$ cat config.mk
export PLATFORM = sky130hd
export DESIGN_NAME = store_align_unit
export DESIGN_NICKNAME = d
export VERILOG_FILES = /design/src/rtl/store_align_unit.sv
export SDC_FILE = /design/constraint.sdc
export NUM_CORES = 1
export LEC_CHECK = 0
export CAP_MARGIN = 30
export CELL_PAD_IN_SITES_DETAIL_PLACEMENT = 1
export CELL_PAD_IN_SITES_GLOBAL_PLACEMENT = 1
export CORE_MARGIN = 3
export CORE_UTILIZATION = 33
export CTS_CLUSTER_DIAMETER = 60
export DETAILED_ROUTE_END_ITERATION = 7
export GPL_TIMING_DRIVEN = 0
export PLACE_DENSITY_LB_ADDON = 0.1
export SLEW_MARGIN = 20
export SYNTH_ARGS = -nofsm -noshare
export SYNTH_HDL_FRONTEND = slang
export SYNTH_SLANG_ARGS = --single-unit
$ cat constraint.sdc
create_clock -name clk -period 1.9 [get_ports clk]
set_input_delay 0.285 -clock clk [delete_from_list [all_inputs] [get_ports clk]]
set_output_delay 0.285 -clock clk [all_outputs]
set_load 0.01 [all_outputs]
$ cat src/rtl/store_align_unit.sv
// -----------------------------------------------------------------------------
// store_align_unit
//   Store-path aligner between the execute/memory stage and the data-memory
//   write port. Accepts a store request (byte address, size, right-justified
//   register data) and emits NBYTES-aligned, byte-masked bus beats. Lanes not
//   written are driven to zero. Both handshakes are valid/ready with the bus
//   side fully registered.
//
//   Optional feature macro: SPLIT_MISALIGNED_EN
//     defined   : misaligned stores are performed; a store crossing an NBYTES
//                 word boundary is issued as two beats (beat0, then beat1).
//                 err flags only an illegal size.
//     undefined : every misaligned store is rejected with err (address error);
//                 no FIRST state and no beat1 storage exist.
//
// Ports
//   clk, rst_n            clock (rising edge), asynchronous active-low reset
//   req_valid/req_ready   request handshake
//   req_addr  [ADDR_W]    byte address
//   req_size  [2]         0=byte 1=half 2=word 3=dword (dword needs DATA_W=64)
//   req_data  [DATA_W]    store data, right-justified
//   bus_valid/bus_ready   beat handshake
//   bus_addr  [ADDR_W]    NBYTES-aligned beat address
//   bus_mask  [NBYTES]    byte write enables, bit i = lane i
//   bus_data  [DATA_W]    lane-aligned data, unmasked lanes zero
//   err                   one-cycle pulse: request consumed and rejected
//   busy                  state is not IDLE
// -----------------------------------------------------------------------------
module store_align_unit #(
  parameter int DATA_W = 32,
  parameter int ADDR_W = 32
) (
  input  logic                  clk,
  input  logic                  rst_n,
  input  logic                  req_valid,
  output logic                  req_ready,
  input  logic [ADDR_W-1:0]     req_addr,
  input  logic [1:0]            req_size,
  input  logic [DATA_W-1:0]     req_data,
  output logic                  bus_valid,
  input  logic                  bus_ready,
  output logic [ADDR_W-1:0]     bus_addr,
  output logic [DATA_W/8-1:0]   bus_mask,
  output logic [DATA_W-1:0]     bus_data,
  output logic                  err,
  output logic                  busy
);

  localparam int NBYTES = DATA_W / 8;
  localparam int OFS_W  = $clog2(NBYTES);

`ifdef SPLIT_MISALIGNED_EN
  typedef enum logic [1:0] {S_IDLE, S_FIRST, S_LAST} state_e;
`else
  typedef enum logic [0:0] {S_IDLE, S_LAST} state_e;
`endif

  state_e              state_q, state_d;
  logic                bus_valid_q, bus_valid_d;
  logic [ADDR_W-1:0]   bus_addr_q, bus_addr_d;
  logic [NBYTES-1:0]   bus_mask_q, bus_mask_d;
  logic [DATA_W-1:0]   bus_data_q, bus_data_d;
  logic                err_q, err_d;
`ifdef SPLIT_MISALIGNED_EN
  logic [NBYTES-1:0]   b1_mask_q, b1_mask_d;
  logic [DATA_W-1:0]   b1_data_q, b1_data_d;
  logic [NBYTES-1:0]   m_hi;
  logic [DATA_W-1:0]   d_hi;
  logic                split;
`else
  logic                misaligned;
`endif

  logic [OFS_W-1:0]    ofs;
  int                  nb;
  logic [NBYTES-1:0]   byte_en;
  logic [DATA_W-1:0]   data_sel;
  logic                illegal;
  logic                req_err;
  logic [ADDR_W-1:0]   addr_al;
  logic [NBYTES-1:0]   m_lo;
  logic [DATA_W-1:0]   d_lo;
  logic                accept;
  logic                load;

  // Request decode: lane enables and data for the incoming store.
  always_comb begin
    ofs      = req_addr[OFS_W-1:0];
    nb       = 1 << req_size;
    byte_en  = '0;
    data_sel = '0;
    for (int i = 0; i < NBYTES; i++) begin
      byte_en[i]         = (i < nb);
      data_sel[8*i +: 8] = byte_en[i] ? req_data[8*i +: 8] : 8'h00;
    end
    illegal = (nb > NBYTES);
    addr_al = {req_addr[ADDR_W-1:OFS_W], {OFS_W{1'b0}}};
`ifdef SPLIT_MISALIGNED_EN
    // Double-width shift: the upper half is whatever spills into the next word.
    {m_hi, m_lo} = {{NBYTES{1'b0}}, byte_en} << ofs;
    {d_hi, d_lo} = {{DATA_W{1'b0}}, data_sel} << {ofs, 3'b000};
    split        = (int'(ofs) + nb) > NBYTES;
    req_err      = illegal;
`else
    // Aligned legal stores never cross a word, so a single-width shift suffices.
    m_lo       = byte_en << ofs;
    d_lo       = data_sel << {ofs, 3'b000};
    misaligned = (int'(ofs) & (nb - 1)) != 0;
    req_err    = illegal || misaligned;
`endif
  end

  // A new request may enter while the last beat leaves in the same cycle.
  assign req_ready = rst_n && ((state_q == S_IDLE) || ((state_q == S_LAST) && bus_ready));
  assign accept    = req_valid && req_ready;

  always_comb begin
    state_d     = state_q;
    bus_valid_d = bus_valid_q;
    bus_addr_d  = bus_addr_q;
    bus_mask_d  = bus_mask_q;
    bus_data_d  = bus_data_q;
    err_d       = 1'b0;
`ifdef SPLIT_MISALIGNED_EN
    b1_mask_d   = b1_mask_q;
    b1_data_d   = b1_data_q;
`endif
    load        = 1'b0;

    case (state_q)
      S_IDLE: load = accept;
`ifdef SPLIT_MISALIGNED_EN
      S_FIRST: begin
        if (bus_ready) begin
          state_d    = S_LAST;
          bus_addr_d = bus_addr_q + ADDR_W'(NBYTES);
          bus_mask_d = b1_mask_q;
          bus_data_d = b1_data_q;
        end
      end
`endif
      S_LAST: begin
        if (bus_ready) begin
          state_d     = S_IDLE;
          bus_valid_d = 1'b0;
          load        = accept;
        end
      end
      default: state_d = S_IDLE;
    endcase

    if (load) begin
      if (req_err) begin
        // Rejected request is consumed without producing a beat.
        err_d       = 1'b1;
        state_d     = S_IDLE;
        bus_valid_d = 1'b0;
      end else begin
        state_d     = S_LAST;
        bus_valid_d = 1'b1;
        bus_addr_d  = addr_al;
        bus_mask_d  = m_lo;
        bus_data_d  = d_lo;
`ifdef SPLIT_MISALIGNED_EN
        b1_mask_d   = m_hi;
        b1_data_d   = d_hi;
        if (split) state_d = S_FIRST;
`endif
      end
    end
  end

  always_ff @(posedge clk or negedge rst_n) begin
    if (!rst_n) begin
      state_q     <= S_IDLE;
      bus_valid_q <= 1'b0;
      bus_addr_q  <= '0;
      bus_mask_q  <= '0;
      bus_data_q  <= '0;
      err_q       <= 1'b0;
`ifdef SPLIT_MISALIGNED_EN
      b1_mask_q   <= '0;
      b1_data_q   <= '0;
`endif
    end else begin
      state_q     <= state_d;
      bus_valid_q <= bus_valid_d;
      bus_addr_q  <= bus_addr_d;
      bus_mask_q  <= bus_mask_d;
      bus_data_q  <= bus_data_d;
      err_q       <= err_d;
`ifdef SPLIT_MISALIGNED_EN
      b1_mask_q   <= b1_mask_d;
      b1_data_q   <= b1_data_d;
`endif
    end
  end

  assign bus_valid = bus_valid_q;
  assign bus_addr  = bus_addr_q;
  assign bus_mask  = bus_mask_q;
  assign bus_data  = bus_data_q;
  assign err       = err_q;
  assign busy      = (state_q != S_IDLE);

endmodule

* Word-level counts from Yosys, hierarchy flattened
Index checks and enable logic that the tools add are counted.
Cells by class: muxes and demuxes 15, reductions and logical operators 10, order comparisons 5, bitwise logic cells 3, add/subtract/negate cells 1, shift operators 3
Operator list (count):
- $lt A3 B32 Y1 const A | 2
- $and A3 B32 Y32 | 1
- $gt A32 B4 Y1 const B | 1
- $lt A1 B32 Y1 const A | 1
- $lt A2 B32 Y1 const A | 1
- $mux W8 | 4
- $reduce_bool A32 Y1 | 1
- $shl A1 B2 Y32 const A | 1
- $shl A32 B5 Y32 | 1
- $sub A32 B2 Y32 const B | 1
- $mux W1 | 10
- $reduce_and A2 Y1 | 2
- $reduce_bool A2 Y1 | 2
- $shl A4 B2 Y4 | 1
- $logic_and A1 B1 Y1 | 3
- $logic_or A1 B1 Y1 | 2
- $not A1 Y1 | 2
- $pmux W1 S2 | 1
Storage, ports and cells: output and inout port bits 72, register bits 69

* Depth between registers and ports, before layout
Gate-level depths: netlist of the first run.
depth in word-level cells 8, depth in mapped cells 10, depth with buffers taken out 7

* Worst setup path after synthesis of the first run
OpenSTA, ideal clock, no wires.
path kind input-to-reg, from input port req_size[1], to register bus_addr_q[27] (netlist: bus_addr[27]), cell stages on the path 9, slack -0.289 ns, data arrival time 2.064 ns, buffers on the path 3, cell sequence clkbuf_1 > clkbuf_1 > inv_1 > nand2_1 > ha_1 > nor2b_1 > nor4_2 > buf_2 > mux2_2
On the way: cells in the longest elaborated chain, start to end 7, elaborated cells on any way between the ends 8, classes of those cells add/sub: 1; order compare: 1; shift: 1; bitwise: 2; reduce/logical: 3
Ends and longest elaborated chain:
- start: declaration | RTL line 38 | input logic [1:0] req_size,
- $shl A1 B2 Y32 * | RTL line 89 | nb = 1 << req_size;
- $sub A32 B2 Y32 | RTL line 108 | misaligned = (int'(ofs) & (nb - 1)) != 0;
- $and A3 B32 Y32 | RTL line 108
- $reduce_bool A32 Y1 | RTL line 108
- $logic_or A1 B1 Y1 * | RTL line 109 | req_err = illegal || misaligned;
- $not A1 Y1 (no line) *
- $reduce_and A2 Y1 (no line) *
- end signal: assignment | RTL line 188 | bus_addr_q <= bus_addr_d;
- end: declaration | RTL line 60 | logic [ADDR_W-1:0] bus_addr_q, bus_addr_d;
Mark *: on every way between the ends. The rest lies on a longest branch, timed or not. A chain may end at the register's enable or synchronous reset.

* Worst setup path after layout of the first run
from input port req_addr[1], to register bus_addr_q[8] (netlist: bus_addr[8])
On the way: cells in the longest elaborated chain, start to end 5
Ends and longest elaborated chain:
- start: declaration | RTL line 37 | input logic [ADDR_W-1:0] req_addr,
- $and A3 B32 Y32 | RTL line 108
- $reduce_bool A32 Y1 | RTL line 108
- $logic_or A1 B1 Y1 | RTL line 109
- $not A1 Y1 (no line)
- $reduce_and A2 Y1 (no line)
Every way passes these cells.

==> results.yml, run 1 <==
status:
  status: "finished, final reports clean"
clock_tree:
  cts_buffers: 9
  clockBufferDepth: 2
  root_buffer: "clkbuf_8"
  cts_tree: "done"
  clkTransAtPathRegs_ns: 0.08
  clock_latency_ns: 0.36
  htree_levels: 3
  clock-sinks: 69
hold_path:
  min_from: "req_size[1]"
  worstHoldPathType: "in -> reg"
  holdPathEnd: "bus_mask[3]$_DFFE_PN0P_"
  hold_path_depth: 4
power:
  vdd_drop_max_mv: 0.430
  p_seq_frac: 0.386
  switching_share: 0.310
  p_int_mw: 3.64
  p_leak_nw: 2.38
  clkPwrFrac: 0.236
  p_per_area_nw_per_um2: 904
  power.net_switching_mw: 1.63
  p_comb_frac: 0.378
yosys:
  yosysWarnings: 0
  synth_area_sq_um: 3660
  ys_async_sr_fraction: 1.00
  ys_seq_area_frac: 0.472
  synth_flop_cell: "dfrtp_1"
  syn_area_per_cell_sq_um: 11.2
  synth_seq_cells: 69
  syn_inst: 326
  synth-edff-count: 0
  ys_types: 38
final_layout:
  drive_gt1_frac: 0.238
  multiInputGateArea_sq_um: 1760
  nFillCells: 1115
  final_common_cell: "clkdlybuf4s50_1"
  instances_no_fill: 632
  area_growth_pct: 59.5
  regArea_sq_um: 1730
  n_antenna_cell: 0
  final_nets: 563
  layout_common_cells: "clkdlybuf4s50_1 (134), dfrtp_1 (69), mux2_2 (42)"
drt:
  wire_per_inst_um: 20.2
  first_iter_violations: 195
  drtPass1Iterations: 5
  vias_per_cell: 5.25
  routed_wirelength_um: 12700
  postRouteAntennaNets: 0
  drc: 0
  vias: 3316
die:
  dieArea_sq_um: 12400
  rows: 37
  start_util: 0.347
  io_pins: 142
  die_x_um: 111
  core_sq_um: 10600
  fp.dieH_um: 111
placement:
  place_ws_ns: -0.956
  port_buffers: 139
  place_congestion: 0.831
  dpl.cell_count: 603
  dp_hpwl_um: 9070
grt:
  grt_usage: 0.201
  antenna_found_initial: 0
  grt_max_degree: 41
  grt_first_pass_wirelength_um: 19900
  overflow: 0
  grt_pass1_vias: 3488
timing:
  tightest_slew_ns: 0.697
  hold_violations: 0
  min_period_over_period: 0.976
  finalSetupViolCount: 0
  relSlewSlack: 0.534
  clock_skew_ns: 0.00584
  timing.fmax_ghz: 0.539
  setup_ws_ns: 0.0455
  report.final.slew_viol_count: 0
  whs_ns: 0.411
  min_period_ns: 1.85
worst_setup_path:
  cp_data_required_time_ns: 2.14
  end_kind: "flop"
  critPathArrivalTime_ns: 2.10
  start_kind: "primary input"
  crit_type: "in -> reg"
  regToRegSetupSlack_ns: 0.10
  r2r-start: "busy$_DFF_PN0_"
  reg2regPathDepth: 6
  worst-path-max-fanout: 10
  rr_endpoint: "bus_addr[8]$_DFFE_PN0P_"
flow_run:
  max-cap-violations: 0
==> cells in the mapped netlist, types with 2 or more instances <==
master     n  share of area
nor2b_1    6          0.010
mux2i_1   23          0.063
buf_2      9          0.012
nand2_1   12          0.012
dfrtp_1   69           0.47
o41a_1    10          0.031
o311ai_0  15          0.036
o22a_1     8          0.019
mux2_2    49           0.15
inv_1     35          0.036
clkbuf_1  15          0.015
a31oi_1   10          0.017
nor2_1     3         0.0031
a32oi_1    7          0.017
nand3_1    9          0.012
a211oi_1   7          0.014
o31ai_1    2         0.0041
buf_1      4         0.0041
nand2b_1   3         0.0051
o211ai_1   9          0.018
ha_1       2         0.0068
buf_4      3         0.0062
==> layout make-up <==
class,instances,area share
Inverter,36,0.0232
Buffer,31,0.0435
Multi-Input combinational cell,190,0.302
Sequential cell,69,0.296
Timing Repair Buffer,154,0.272
Clock inverter,7,0.0129
Clock buffer,9,0.0212
Tap cell,136,0.0292
==> stage by stage <==
stage                     power [mW]   util  instance area [sq um]  TNS (ns)
after floorplan                 2.83      -                   3730    -0.158
after global placement          3.92  0.501                   5290   -346.70
after detailed placement        3.98  0.503                   5310    -56.63
after CTS                       5.33  0.551                   5810         0
after global routing            5.57  0.553                   5840  -0.00349
final                           5.27  0.553                   5840         0
==> flip-flops by register name, summed over array words and instances (netlist names) <==
| signal | cells |
|---|---|
| busy | 1 |
| bus_mask | 4 |
| bus_data | 32 |
| bus_valid | 1 |
| bus_addr | 30 |
| err | 1 |
==> repair_timing <==
item                                   in CTS  in global routing
hold buffers                                5                  0
cloned                                      2                  1
endpoints found under the hold margin      29                  0
resized for setup                          56                 11
pin swaps                                   3                  2
setup endpoints to repair                  70                 63
setup buffers                               6                  0
==> metal layers <==
metal,global-route usage,vias to the layer above,part of all wire
li1,-,1537,-
met1,0.251,1658,0.42
met2,0.354,109,0.52
met3,0.0420,12,0.044
met4,0.0543,0,0.013
met5,0,-,0
==> worst max-delay path by stage <==
| stage | start | endpoint | slack (ns) | cells after the start |
|---|---|---|---|---|
| global route | rst_n | bus_mask[2]$_DFFE_PN0P_ | -0.003 | 7 |
| finish | req_addr[1] | bus_addr[8]$_DFFE_PN0P_ | 0.05 | 6 |
| CTS | rst_n | bus_mask[1]$_DFFE_PN0P_ | 0.007 | 8 |
| detailed placement | req_size[1] | bus_data[16]$_DFFE_PN0P_ | -0.96 | 11 |
| floorplan | req_size[1] | bus_addr[27]$_DFFE_PN0P_ | -0.01 | 9 |
| global placement | rst_n | bus_data[24]$_DFFE_PN0P_ | -3.15 | 6 |
==> critical path, stage by stage <==
cell	delay, ns
clkdlybuf4s50_1	0.57
nor2b_4	0.23
nor4_4	0.31
buf_6	0.20
buf_8	0.15
mux2_2	0.34
==> kinds of logic (layout without fill, tap and decap cells) <==
family,after synthesis,after routing,share of synthesized area
AO/OA/AOI/OAI,74,74,0.169
multiplexers,73,73,0.217
flip-flops,69,69,0.472
buffers and inverters,68,237,0.0779
AND/OR/NAND/NOR,38,38,0.0533
adder cells (fa/ha/maj),3,3,0.00991
other,1,2,0.00102
==> power groups by stage <==
| stage | registers [mW] | clock network [mW] | logic, mW |
|---|---|---|---|
| floorplan | 2.23 | 0 | 0.604 |
| global placement | 2.04 | 0 | 1.88 |
| detailed placement | 2.06 | 0 | 1.92 |
| CTS | 2.04 | 1.29 | 2.01 |
| global route | 2.08 | 1.36 | 2.13 |
| finish | 2.04 | 1.25 | 1.99 |
(Power assumes the default switching activity.)
==> run 2, diff against run 1 <==
--- a/config.mk
+++ b/config.mk
@@ -9,9 +9,10 @@
 export CELL_PAD_IN_SITES_DETAIL_PLACEMENT = 1
 export CELL_PAD_IN_SITES_GLOBAL_PLACEMENT = 1
 export CORE_MARGIN = 3
-export CORE_UTILIZATION = 33
+export CORE_UTILIZATION = 48
 export CTS_CLUSTER_DIAMETER = 60
 export DETAILED_ROUTE_END_ITERATION = 7
+export DONT_BUFFER_PORTS = 1
 export GPL_TIMING_DRIVEN = 0
 export PLACE_DENSITY_LB_ADDON = 0.1
 export SLEW_MARGIN = 20
==> run 2 against run 1 <==
  * Hold slack worse by 0.34 ns
  * First-iteration DRC count is 28% lower
  * Global-route usage rose by 4.6 points
  * Clock-buffer cell count is 2 higher
  * Power is 19% lower
  * Worst setup slack improved by 0.046 ns
  * Die area shrank 30%
  * Non-clock buffer count decreased by 151
  * Highest routed layer unchanged
  * Critical path type unchanged
  * Wire length is 16% lower
==> results.yml, run 2 (synthesized netlist as in run 1, its figures left out) <==
placement:
  dp_hpwl_um: 7790
  place_congestion: 0.859
  port_buffers: 0
final_layout:
  largest_register_ff_count: 32
  drive_gt1_frac: 0.276
  final_common_cell: "dfrtp_1"
  layout_common_cells: "dfrtp_1 (69), mux2_2 (44), inv_1 (35)"
  final_nets: 412
  regArea_sq_um: 1730
  n_antenna_cell: 0
  multiInputGateArea_sq_um: 1740
  area_growth_pct: 13.5
  nFillCells: 759
timing:
  tightest_slew_ns: 0.676
  rsz0062_at_grt: "false"
  tns_ns: 0
  relSlewSlack: 0.548
  hold_violations: 0
  clock_skew_ns: 0.0127
  timing.fmax_ghz: 0.553
  min_period_over_period: 0.952
  finalSetupViolCount: 0
  report.final.slew_viol_count: 0
  min_period_ns: 1.81
worst_setup_path:
  reg2regPathDepth: 5
  critPathArrivalTime_ns: 2.04
  regToRegSetupSlack_ns: 0.18
  cp_data_required_time_ns: 2.13
  end_kind: "flop"
  crit_type: "in -> reg"
  worst-path-max-fanout: 10
  start_kind: "primary input"
clock_tree:
  clock_latency_ns: 0.35
  clockBufferDepth: 2
  htree_levels: 3
  cts_tree: "done"
  cts_buffers: 9
  clkTransAtPathRegs_ns: 0.08
  root_buffer: "clkbuf_8"
  clock-sinks: 69
power:
  p_per_area_nw_per_um2: 1030
  p_seq_frac: 0.534
  power_mw: 4.29
  switching_share: 0.326
  p_leak_nw: 1.72
  p_int_mw: 2.89
  power.net_switching_mw: 1.40
  vdd_drop_max_mv: 0.451
  clkPwrFrac: 0.279
  p_comb_frac: 0.187
drt:
  vias_per_cell: 6.28
  postRouteAntennaNets: 0
  wire_per_inst_um: 24.1
  drc: 0
  drtPass1Iterations: 4
  routed_wirelength_um: 10700
  first_iter_violations: 140
  vias: 2780
grt:
  grt_first_pass_wirelength_um: 16400
  grt_usage: 0.247
  grt_pass1_vias: 2944
  antenna_found_initial: 0
  overflow: 0
  grt_max_degree: 70
die:
  die_x_um: 93.3
  rows: 31
  core_sq_um: 7330
  fp.dieH_um: 93.3
  io_pins: 142
  start_util: 0.499
  dieArea_sq_um: 8710
status:
  status: "finished, final reports clean"
hold_path:
  worstHoldPathType: "in -> reg"
  hold_path_depth: 2
flow_run:
  max-cap-violations: 0
## run 2: timing repair
| item | in CTS | in global routing |
|---|---|---|
| setup endpoints to repair | 10 | 43 |
| endpoints found under the hold margin | 69 | 0 |
| gates cloned | 0 | 1 |
| buffers inserted | 0 | 1 |
| gates resized for setup | 4 | 17 |
| hold buffers | 2 | 0 |
## run 2: cell type report
type / count / share of cell area
clock buffers: 11 / 0.0340
multi-input cells: 190 / 0.419
inverters: 36 / 0.0325
well taps: 99 / 0.0298
clock inverters: 4 / 0.0118
plain buffers: 30 / 0.0452
flip-flops and latches: 69 / 0.416
repair buffers: 4 / 0.0121
## run 2: critical path, stage by stage
cell	delay, ns
clkbuf_4	0.16
clkbuf_8	0.18
inv_1	0.09
nand2_1	0.12
ha_4	0.29
nor2b_4	0.05
nor4_4	0.11
buf_4	0.18
buf_2	0.21
mux2_2	0.35
## run 2: path summary, 6_finish.rpt
path / startpoint / end
setup / recovery: req_size[1] / bus_addr[5]$_DFFE_PN0P_
hold / removal: req_data[1] / bus_data[1]$_DFFE_PN0P_
setup reg to reg: busy$_DFF_PN0_ / bus_addr[5]$_DFFE_PN0P_
hold reg to reg: bus_addr[10]$_DFFE_PN0P_ / bus_addr[10]$_DFFE_PN0P_
max in group asynchronous: rst_n / err$_DFF_PN0_
min in group asynchronous: rst_n / bus_data[17]$_DFFE_PN0P_
## run 2: metrics by stage
step	hold slack, ns	std cells	worst slack, ns	utilization	area, sq um
global route	0.0605	443	0.00275	0.566	4150
floorplan	-0.0106	327	-0.0118	-	3730
detailed placement	-0.00885	426	-0.421	0.525	3850
global placement	-0.00914	426	-0.374	0.525	3850
CTS	0.0668	442	0.0319	0.557	4080
finish	0.0687	443	0.0912	0.566	4150
## run 2: power by group through the flow
stage	Sequential, mW	Combinational (mW)	Clock, mW
final	2.29	0.800	1.20
after global routing	2.34	0.899	1.29
after detailed placement	2.33	0.736	0
after floorplan	2.23	0.604	0
after global placement	2.31	0.703	0
after CTS	2.30	0.782	1.23
## run 2: per-layer routing
| metal | track usage | up-vias | share of wire |
|---|---|---|---|
| li1 | - | 1223 | - |
| met1 | 0.304 | 1407 | 0.39 |
| met2 | 0.396 | 130 | 0.49 |
| met3 | 0.0837 | 20 | 0.093 |
| met4 | 0.104 | 0 | 0.023 |
| met5 | 0 | - | 0 |
==> run 3, diff against run 2 <==
--- a/config.mk
+++ b/config.mk
@@ -14,6 +14,7 @@
 export DETAILED_ROUTE_END_ITERATION = 7
 export DONT_BUFFER_PORTS = 1
 export GPL_TIMING_DRIVEN = 0
+export HOLD_SLACK_MARGIN = 0.15
 export PLACE_DENSITY_LB_ADDON = 0.1
 export SLEW_MARGIN = 20
 export SYNTH_ARGS = -nofsm -noshare
==> run 3 against run 2 <==
  * Clock-buffer cell count stayed put
  * Critical path depth is 1 lower
  * Non-clock buffer count is 39 higher
  * Core utilization is 4.9 points higher
  * Global-route usage is 4.3 points higher
  * Hold slack better by 0.14 ns
  * Power is 4.5% higher
  * Fmax is 3.3% lower
  * Cell area is 8.6% higher
  * Die area stayed put
  * Highest routed layer unchanged
==> results.yml, run 3 (synthesized netlist as in run 1, its figures left out) <==
status:
  status: "finished, final reports clean"
final_layout:
  instances_no_fill: 482
  final_nets: 451
  final_common_cell: "dfrtp_1"
  n_antenna_cell: 0
  drive_gt1_frac: 0.235
  layout_common_cells: "dfrtp_1 (69), mux2_2 (44), dlygate4sd3_1 (40)"
  largest_register_ff_count: 32
  area_growth_pct: 23.3
die:
  fp.dieH_um: 93.3
  rows: 31
  dieArea_sq_um: 8710
  die_x_um: 93.3
  start_util: 0.499
  core_sq_um: 7330
  io_pins: 142
clock_tree:
  cts_tree: "done"
  clock-sinks: 69
  clockBufferDepth: 2
  htree_levels: 3
  root_buffer: "clkbuf_8"
  cts_buffers: 9
  clock_latency_ns: 0.35
  clkTransAtPathRegs_ns: 0.08
timing:
  relSlewSlack: 0.534
  rsz0062_at_grt: "true"
  finalSetupViolCount: 0
  min_period_over_period: 0.984
  clock_skew_ns: 0.00788
  hold_violations: 0
  timing.fmax_ghz: 0.535
  report.final.slew_viol_count: 0
  tightest_slew_ns: 0.697
  min_period_ns: 1.87
power:
  p_per_area_nw_per_um2: 992
  power_mw: 4.48
  vdd_drop_max_mv: 0.444
  p_leak_nw: 1.88
drt:
  first_iter_violations: 247
  drtPass1Iterations: 4
  postRouteAntennaNets: 0
  vias_per_cell: 6.25
  routed_wirelength_um: 13000
  wire_per_inst_um: 27.0
  drc: 0
  vias: 3014
worst_setup_path:
  rr_endpoint: "bus_data[7]$_DFFE_PN0P_"
  worst-path-max-fanout: 11
  critPathArrivalTime_ns: 2.06
  startpoint: "req_size[1]"
  end_kind: "flop"
  reg2regPathDepth: 5
  crit_type: "in -> reg"
  endpoint: "bus_data[17]$_DFFE_PN0P_"
  regToRegSetupSlack_ns: 0.12
  start_kind: "primary input"
  r2r-start: "busy$_DFF_PN0_"
  cp_data_required_time_ns: 2.09
grt:
  grt_first_pass_wirelength_um: 19100
  met1_usage: 0.351
  grt_max_degree: 70
  grt_pass1_vias: 3228
  grt_usage: 0.290
  antenna_found_initial: 0
  use_met2: 0.485
  grt_use_met3: 0.111
  grt_busiest_layer: "met2"
  overflow: 0
placement:
  place_congestion: 0.859
  dpl.cell_count: 426
  port_buffers: 0
  dp_hpwl_um: 7790
flow_run:
  max-cap-violations: 0
hold_path:
  worstHoldPathType: "in -> reg"
-- run 3: cell types whose count changed in the layout (fill, tap and decap cells not counted), sizes merged --
cell,change
dlygate4sd3,+39
buf,-1
clkbuf,+1
-- run 3: per-layer routing --
metal | wire, um | up-vias | share of wire
li1 | - | 1299 | -
met1 | 4870 | 1549 | 0.38
met2 | 6600 | 146 | 0.51
met3 | 1280 | 20 | 0.099
met4 | 240 | 0 | 0.018
met5 | 0 | - | 0
-- run 3: area by class of cell --
type	instances	area (sq um)
Sequential cell	69	1730
Tap cell	99	124
Multi-Input combinational cell	190	1700
Timing Repair Buffer	43	440
Fill cell	737	2820
Clock buffer	11	141
Clock inverter	4	48.8
Inverter	36	135
Buffer	30	191
-- run 3: critical path, cell delays in order --
cell and delay (ns):
clkbuf_4 0.17, clkbuf_8 0.18, inv_1 0.06, nand2_1 0.10, inv_1 0.05, ha_1 0.33
mux2_2 0.41, o211ai_1 0.28, a32oi_1 0.19
-- run 3: through the flow --
step	setup WS (ns)	setup TNS (ns)	hold slack, ns	cell area (sq um)	util
2_1_floorplan	-0.0118	-0.158	-0.0106	3730	-
3_3_place_gp	-0.374	-15.31	-0.00914	3850	0.525
3_5_place_dp	-0.421	-18.57	-0.00885	3850	0.525
4_1_cts	0.0319	0	0.199	4470	0.610
5_1_grt	-0.0664	-0.783	0.211	4510	0.615
6_report	0.0300	0	0.211	4510	0.615
-- run 3: how the worst min path moves through the flow --
stage | startpoint | end | slack (ns) | cells after the start
floorplan | rst_n | bus_addr[10]$_DFFE_PN0P_ | -0.01 | 0
global placement | rst_n | bus_addr[12]$_DFFE_PN0P_ | -0.009 | 0
detailed placement | rst_n | bus_addr[10]$_DFFE_PN0P_ | -0.009 | 0
CTS | req_data[4] | bus_data[20]$_DFFE_PN0P_ | 0.20 | 2
global route | req_data[4] | bus_data[20]$_DFFE_PN0P_ | 0.21 | 2
finish | req_data[4] | bus_data[20]$_DFFE_PN0P_ | 0.21 | 2
-- run 3: what timing repair did --
action	CTS	global route
hold buffers	41	0
hold endpoints to repair	108	0
cloned	0	1
setup endpoints to repair	10	42
setup buffers	0	1
resized for setup	4	12
-- run 3: report_power, final --
group	internal, mW	total, mW	switching (mW)	leakage, nW
sequential	1.84	2.32	0.485	0.834
clock	0.635	1.25	0.615	0.0992
combinational	0.463	0.905	0.442	0.947
